### config.mk
export PLATFORM = sky130hd
export DESIGN_NAME = cont_read_arbiter
export DESIGN_NICKNAME = d
export VERILOG_FILES = /design/src/rtl/cont_read_arbiter_pkg.sv /design/src/rtl/cont_read_arbiter_rr_pick.sv /design/src/rtl/cont_read_arbiter.sv
export SDC_FILE = /design/constraint.sdc
export NUM_CORES = 1
export LEC_CHECK = 0
export ABC_AREA = 1
export CAP_MARGIN = 20
export CORE_ASPECT_RATIO = 1.4
export CORE_MARGIN = 5
export CORE_UTILIZATION = 39
export DETAILED_ROUTE_END_ITERATION = 10
export HOLD_SLACK_MARGIN = 0.1
export PLACE_DENSITY = 0.8
export SYNTH_ARGS = -nofsm -noshare
export SYNTH_HDL_FRONTEND = slang
export SYNTH_SLANG_ARGS = --single-unit
### constraint.sdc
create_clock -name SYSCLK -period 1.4 [get_ports SYSCLK]
set_input_delay 0.28 -clock SYSCLK [delete_from_list [all_inputs] [get_ports SYSCLK]]
set_output_delay 0.28 -clock SYSCLK [all_outputs]
set_load 0.01 [all_outputs]
### src/rtl/cont_read_arbiter_pkg.sv
// Shared definitions for the controller read-port arbiter: FSM state
// encodings, default parameter values and a small index-width helper.
package cont_read_arbiter_pkg;

  typedef enum logic [1:0] {
    ST_IDLE    = 2'd0,
    ST_ISSUE   = 2'd1,
    ST_WAIT    = 2'd2,
    ST_RELEASE = 2'd3
  } state_t;

  localparam int DEFAULT_N_REQ   = 4;
  localparam int DEFAULT_DW      = 32;
  localparam int DEFAULT_TIMEOUT = 255;
  localparam int DEFAULT_TO_W    = 8;

  // Width of an index into n requesters (at least one bit).
  function automatic int idx_width(input int n);
    return (n > 1) ? $clog2(n) : 1;
  endfunction

endpackage

### src/rtl/cont_read_arbiter_rr_pick.sv
// rr_pick: purely combinational round-robin selector. Returns the first set
// request bit at or above ptr, wrapping from N_REQ-1 back to 0, as both a
// one-hot vector and a binary index. Outputs are zero when req is zero.
module rr_pick
  import cont_read_arbiter_pkg::*;
#(
  parameter int N_REQ = DEFAULT_N_REQ,
  parameter int IW    = idx_width(N_REQ)
) (
  input  logic [N_REQ-1:0] req,
  input  logic [IW-1:0]    ptr,
  output logic [N_REQ-1:0] winner,
  output logic [IW-1:0]    winner_idx
);

  logic [N_REQ-1:0] upper_mask;
  logic [N_REQ-1:0] upper_req;
  logic [N_REQ-1:0] src;

  // Positions at or above the pointer take priority over the wrapped ones.
  genvar gi;
  generate
    for (gi = 0; gi < N_REQ; gi++) begin : g_mask
      assign upper_mask[gi] = (gi >= int'(ptr));
    end
  endgenerate

  assign upper_req = req & upper_mask;
  assign src       = (|upper_req) ? upper_req : req;
  // Isolate the lowest set bit of the chosen search window.
  assign winner    = src & (~src + N_REQ'(1));

  // Encode the one-hot winner into a binary index.
  always_comb begin
    winner_idx = '0;
    for (int i = 0; i < N_REQ; i++) begin
      if (winner[i]) winner_idx = winner_idx | IW'(i);
    end
  end

endmodule

### src/rtl/cont_read_arbiter.sv
// cont_read_arbiter: round-robin arbiter sharing the controller read port.
// One transaction at a time: IDLE -> ISSUE (contREAD strobe) -> WAIT (for
// contWRITE) -> RELEASE (VALID pulse) -> IDLE.
// Optional feature macro: CONT_ARB_TIMEOUT_EN adds a WAIT timeout that
// completes the transaction with all-ones data and an ERR pulse.
module cont_read_arbiter
  import cont_read_arbiter_pkg::*;
#(
  parameter int N_REQ   = DEFAULT_N_REQ,
  parameter int DW      = DEFAULT_DW,
  parameter int TIMEOUT = DEFAULT_TIMEOUT,
  parameter int TO_W    = DEFAULT_TO_W
) (
  input  logic             SYSCLK,
  input  logic             SYSRESET,
  input  logic [N_REQ-1:0] REQ,
  output logic [N_REQ-1:0] GNT,
  output logic [N_REQ-1:0] VALID,
  output logic [DW-1:0]    RDATA_OUT,
  output logic             BUSY,
  output logic             ERR,
  output logic             contREAD,
  input  logic             contWRITE,
  input  logic [DW-1:0]    RDATA
);

  localparam int IW = idx_width(N_REQ);

  state_t           state_reg;
  state_t           state_next;
  logic [N_REQ-1:0] pick_onehot;
  logic [IW-1:0]    pick_idx;
  logic [N_REQ-1:0] gnt_reg;
  logic [IW-1:0]    idx_reg;
  logic [IW-1:0]    ptr_reg;
  logic [DW-1:0]    rdata_reg;
  logic             in_txn;
  logic             timeout_hit;
  logic             err_flag;

  rr_pick #(
    .N_REQ (N_REQ),
    .IW    (IW)
  ) u_rr_pick (
    .req        (REQ),
    .ptr        (ptr_reg),
    .winner     (pick_onehot),
    .winner_idx (pick_idx)
  );

  // A response is only accepted while the read is outstanding.
  assign in_txn = (state_reg == ST_ISSUE) || (state_reg == ST_WAIT);

`ifdef CONT_ARB_TIMEOUT_EN
  logic [TO_W-1:0] cnt_reg;
  logic            err_reg;

  // Timeout fires on the WAIT cycle where the counter would reach TIMEOUT;
  // a response in that same cycle takes precedence.
  assign timeout_hit = (state_reg == ST_WAIT) && !contWRITE &&
                       ((cnt_reg + TO_W'(1)) == TO_W'(TIMEOUT));
  assign err_flag    = err_reg;

  // WAIT cycle counter (cleared while issuing) and the error flag for RELEASE.
  always_ff @(posedge SYSCLK or posedge SYSRESET) begin
    if (SYSRESET) begin
      cnt_reg <= '0;
      err_reg <= 1'b0;
    end else begin
      if (state_reg == ST_ISSUE) begin
        cnt_reg <= '0;
      end else if (state_reg == ST_WAIT) begin
        cnt_reg <= cnt_reg + TO_W'(1);
      end
      if (in_txn) begin
        err_reg <= timeout_hit;
      end
    end
  end
`else
  logic unused_timeout_cfg;

  assign timeout_hit        = 1'b0;
  assign err_flag           = 1'b0;
  assign unused_timeout_cfg = ^{TIMEOUT, TO_W};
`endif

  // State register.
  always_ff @(posedge SYSCLK or posedge SYSRESET) begin
    if (SYSRESET) begin
      state_reg <= ST_IDLE;
    end else begin
      state_reg <= state_next;
    end
  end

  // Next-state logic; contWRITE outside ISSUE/WAIT is ignored.
  always_comb begin
    state_next = state_reg;
    case (state_reg)
      ST_IDLE:    if (|REQ) state_next = ST_ISSUE;
      ST_ISSUE:   state_next = contWRITE ? ST_RELEASE : ST_WAIT;
      ST_WAIT:    if (contWRITE || timeout_hit) state_next = ST_RELEASE;
      ST_RELEASE: state_next = ST_IDLE;
      default:    state_next = ST_IDLE;
    endcase
  end

  // Outputs decode from registered state so reset clears them at once.
  always_comb begin
    BUSY     = (state_reg != ST_IDLE);
    GNT      = (state_reg != ST_IDLE) ? gnt_reg : '0;
    contREAD = (state_reg == ST_ISSUE);
    VALID    = (state_reg == ST_RELEASE) ? gnt_reg : '0;
    ERR      = (state_reg == ST_RELEASE) && err_flag;
  end

  // Winner capture, read-data capture and round-robin pointer advance.
  always_ff @(posedge SYSCLK or posedge SYSRESET) begin
    if (SYSRESET) begin
      gnt_reg   <= '0;
      idx_reg   <= '0;
      ptr_reg   <= '0;
      rdata_reg <= '0;
    end else begin
      if ((state_reg == ST_IDLE) && (|REQ)) begin
        gnt_reg <= pick_onehot;
        idx_reg <= pick_idx;
      end
      if (in_txn && contWRITE) begin
        rdata_reg <= RDATA;
      end else if (timeout_hit) begin
        rdata_reg <= '1;
      end
      if (state_reg == ST_RELEASE) begin
        ptr_reg <= (idx_reg == IW'(N_REQ - 1)) ? '0 : idx_reg + IW'(1);
      end
    end
  end

  assign RDATA_OUT = rdata_reg;

endmodule

==> out/summary.txt, run 1 <==
Worst path max stage delay = 0.42 ns
WS Path Type = register to output pin
Final ANT Viol Nets = 0
Final Instance Count excl. Fillers = 329
Distinct cells, synth = 25
global-route wire length before repair = 7445 um
Post-Synthesis Cells = 155
CP cell instances = buf_6 > inv_4 > ha_4 > nor2_1 > buf_2
GRT overflow = 0
CTS sink count = 42
Yosys top cell by area = dfrtp_1
core box area = 5081 um2
final critical-path share of the clock period = 1.098
Leak = 0.001627 uW
Setup Skew = 0.004300 ns
drt first pass iters = 4
Critical Path Start Type = register
Slowest-stage cell, CP = dfrtp_1
CP bufs+invs = 3
Rows = 31
final setup violation count = 48
Peak VDD IR = 0.001141 V
minimum clock period = 1.537 ns
Yosys reg bits = 42
die height = 94.77 um
via count = 1495
dpl cell area = 2977 um2
CP delay by family, top = flip-flops
Placement Setup Slack = -0.2533 ns
Cells after DPL = 307
layout net count = 306
CTS clk-pin slew, worst paths = 0.08 ns
Setup WS post-layout = -0.1369 ns
worst hold slack = 0.3172 ns
Area growth syn-to-layout = 64.31%
failing checks = setup timing
initial core utilization = 0.3940
Syn Nets = 199
final count of hold timing violations = 0
Residual DRC = 0
Max-Cap Viols = 0
Design Area, Final = 3289 um2
cts bufs inserted = 5
R2R Setup Slk = -0.12 ns
total track usage = 0.1427
initial antenna violation count = 0
layout cells sized above 1 = 0.4030
worst min path class = input pin to async pin
Synth Warn # = 0
Initial DRC Count = 54
clk buf depth = 2
max-slew violations = 0
Post-Syn Area = 2002 um2
Die W = 70.55 um
fmax = 650.7 MHz
Detailed Place HPWL = 3570 um
Critical Path Sink Type = output pin
status = complete, but fails checks
CP arrival = 1.26 ns
vias in the first global route = 1605
Finished Core Util = 0.6474
Seq/Total Area, Yosys = 0.5250
Worst Path Max Fanout = 6
IO Port Bufs = 80
max FFs per register = 32
average size of a mapped cell = 12.92 um2
IO Pins = 82
CTS Hold Bufs = 0
power density cells = 2329 nW/um2
Worst-Skew Late Latency = 0.29 ns
root buf cell = clkbuf_8
GP Congestion = 0.8658
RSZ-0062 raised after global routing = yes
top cell type's share of synthesized area = 0.5250
full die area = 6686 um2
largest cells by area after synthesis = dfrtp_1 (53%), mux2_4 (23%), ha_1 (3.1%)
largest net degree at the start of global routing = 43
n_diodes = 0
CTS tree = yes
CTS H-tree lvls = 2
WP data required = 1.12 ns
WL/cell = 14.92 um
drt via density = 4.544
Post-Route WL = 4909 um
-- where the power goes --
| part | switching [uW] | internal [uW] | total [uW] |
|---|---|---|---|
| logic | 1870 | 2680 | 4550 |
| registers | 336 | 1840 | 2180 |
| clock network | 405 | 532 | 937 |
| total | 2610 | 5050 | 7660 |
-- through the flow --
step,total power (uW),setup TNS [ns]
2_1_floorplan,4539,0
3_3_place_gp,6222,-5.892
5_1_grt,8116,-6.691
3_5_place_dp,6322,-6.489
4_1_cts,7253,-3.497
6_report,7660,-4.582
-- cell families after synthesis --
group / synth area share
flops: 0.5250
simple gates: 0.09000
mux: 0.2362
buf+inv: 0.05875
compound gates: 0.05688
fa+ha+maj: 0.03125
other cells: 0.001873
-- cells in the mapped netlist, drive strengths merged --
cell,number
ha,5
nand3,7
a21oi,3
o21ai,8
mux2,32
conb,1
buf,5
o22ai,2
dfrtp,42
nor2,9
nand2,20
a31oi,1
nand4,1
inv,19
-- what timing repair did --
item                                   4_1_cts  5_1_grt
gates cloned                                 1        1
setup endpoints to repair                   74       49
resized for setup                           85       24
pin swaps                                    6        8
endpoints found under the hold margin        0        0
setup buffers                                6        9
-- worst min-delay path, delay by kind of cell --
| family | cells | cell delay [ns] |
|---|---|---|
| buf+inv | 3 | 0.70 |
-- routing by layer --
metal,wire length [um],global-route usage
met4,116,0.05799
met3,264,0.04260
met2,2753,0.2711
met1,1774,0.1437
met5,0,0
-- final cells by class --
class,count,area [um2]
fill,404,1792
sequential,42,1051
timing repair buffer,105,1012
multi-input combinational,89,952.2
tap,66,82.58
inverter,19,81.33
clock buffer,6,72.57
clock inverter,2,37.54
-- cells in the final DEF (no fill, tap or decap), types with 5 or more instances in the layout --
cell type / n
mux2_4: 32
clkbuf_8: 5
inv_2: 5
inv_1: 11
nand3_2: 5
buf_6: 9
buf_4: 13
dfrtp_1: 42
nand2_1: 14
nor2_1: 6
buf_2: 8
clkdlybuf4s50_1: 38
dlygate4sd2_1: 32
-- path summary, 6_finish.rpt --
check,from,endpoint,cells after the start
worst min register to register,RDATA_OUT[21]$_DFFE_PP0P_,RDATA_OUT[21]$_DFFE_PP0P_,1
worst max register to register,state_reg[0]$_DFFE_PP0P_,RDATA_OUT[3]$_DFFE_PP0P_,6
min in group SYSCLK,RDATA_OUT[21]$_DFFE_PP0P_,RDATA_OUT[21]$_DFFE_PP0P_,1
max in group asynchronous,SYSRESET,RDATA_OUT[26]$_DFFE_PP0P_,3
worst max-delay path,state_reg[0]$_DFFE_PP0P_,GNT[1],5
worst min-delay path,SYSRESET,RDATA_OUT[0]$_DFFE_PP0P_,3
Power figures use the tool's default switching activity.
==> run 2: changes to the inputs <==
Settings changed: CORE_MARGIN 5 to not set, CTS_CLUSTER_SIZE set to 14.
==> out/summary.txt, run 2 (synthesized netlist as in run 1, its figures left out) <==
IO Pins = 82
met3 Usage GRT = 0.04737
Design Area, Final = 3253 um2
Post-Route WL = 4616 um
layout cells sized above 1 = 0.4183
most frequent cells in the layout = dfrtp_1 (41), clkdlybuf4s50_1 (37), dlygate4sd2_1 (32)
status = complete, but fails checks
minimum clock period = 1.517 ns
Final ANT Viol Nets = 0
drt via density = 4.615
worst min path class = input pin to async pin
RSZ-0062 raised after global routing = yes
GP Congestion = 0.8014
initial antenna violation count = 0
Detailed Place HPWL = 3320 um
Peak VDD IR = 0.001591 V
global-route wire length before repair = 7452 um
WP data required = 1.12 ns
largest net degree at the start of global routing = 24
power density cells = 2340 nW/um2
failing checks = setup timing
Setup WS post-layout = -0.1166 ns
CTS tree = yes
vias in the first global route = 1542
Leak = 0.001614 uW
Setup Skew = 0.006276 ns
final critical-path share of the clock period = 1.083
CTS H-tree lvls = 2
met2 Usage GRT = 0.3172
core box area = 4880 um2
TNS Setup = -2.144 ns
n_diodes = 0
WL/cell = 14.12 um
die height = 86.77 um
max FFs per register = 32
layout net count = 306
GRT overflow = 0
full die area = 5427 um2
worst hold slack = 0.3376 ns
Residual DRC = 0
final count of hold timing violations = 0
dpl cell area = 3017 um2
cts bufs inserted = 5
WS Path Type = register to output pin
Final Power = 7612 uW
clk buf depth = 2
Placement Setup Slack = -0.2088 ns
total track usage = 0.1774
Initial DRC Count = 34
CTS clk-pin slew, worst paths = 0.08 ns
CP arrival = 1.24 ns
most common cell after layout, fill and taps aside = dfrtp_1
Die W = 62.55 um
max-slew violations = 0
GRT Max-Usage Layer = met2
met1 GRT Util = 0.2076
Worst Path Max Fanout = 5
via count = 1509
Max-Cap Viols = 0
Rows = 30
Worst-Skew Late Latency = 0.29 ns
drt first pass iters = 4
root buf cell = clkbuf_8
initial core utilization = 0.4103
IO Port Bufs = 80
Area growth syn-to-layout = 62.50%
CTS sink count = 42
fmax = 659.4 MHz
final setup violation count = 42
Critical Path Start Type = register
Critical Path Sink Type = output pin
-- run 2: final timing paths --
path | startpoint | to | slack, ns | cells after the start
min in group SYSCLK | RDATA_OUT[17]$_DFFE_PP0P_ | RDATA_OUT[17]$_DFFE_PP0P_ | 0.50 | 1
min | SYSRESET | RDATA_OUT[21]$_DFFE_PP0P_ | 0.34 | 3
min reg2reg | RDATA_OUT[17]$_DFFE_PP0P_ | RDATA_OUT[17]$_DFFE_PP0P_ | 0.50 | 1
max reg2reg | state_reg[1]$_DFFE_PP0P_ | RDATA_OUT[19]$_DFFE_PP0P_ | -0.06 | 5
max | state_reg[1]$_DFFE_PP0P_ | VALID[2] | -0.12 | 5
max in group asynchronous | SYSRESET | state_reg[0]$_DFFE_PP0P_ | 0.78 | 3
-- run 2: repair_timing --
item | 4_1_cts | 5_1_grt
gates resized for setup | 86 | 22
setup endpoints to repair | 75 | 44
pin swaps | 7 | 5
cloned | 0 | 1
hold buffers | 0 | 0
setup buffers | 4 | 2
-- run 2: layer usage --
layer  vias up  share of wire
met5         -              0
met4         0          0.010
met1       733           0.40
li1        722              -
met3         5          0.053
met2        49           0.54
-- run 2: per-stage QoR --
stage	instances	utilization
floorplan	155	-
global placement	314	0.6182
detailed placement	314	0.6182
CTS	325	0.6454
global route	327	0.6667
finish	327	0.6667
-- run 2: worst max-delay path, cell delays in order (launching register included) --
cell and delay [ns]:
dfrtp_1 0.43, buf_6 0.14, ha_4 0.18, nand2_2 0.07, inv_2 0.03, buf_6 0.10
-- run 2: report_power, final --
group	switching, uW	leakage, uW	internal, uW
sequential	371	0.000501	1840
combinational	1730	0.00104	2500
clock	413	0.0000714	761
total	2510	0.00161	5100
-- run 2: area by class of cell --
type                    count  area (um2)
inverters                  19       73.82
clock inverters             2       60.06
multi-input cells          89       915.9
fillers                   393        1627
clock buffers               6       82.58
well taps                  64       80.08
repair buffers            105       988.4
flip-flops and latches     42        1052
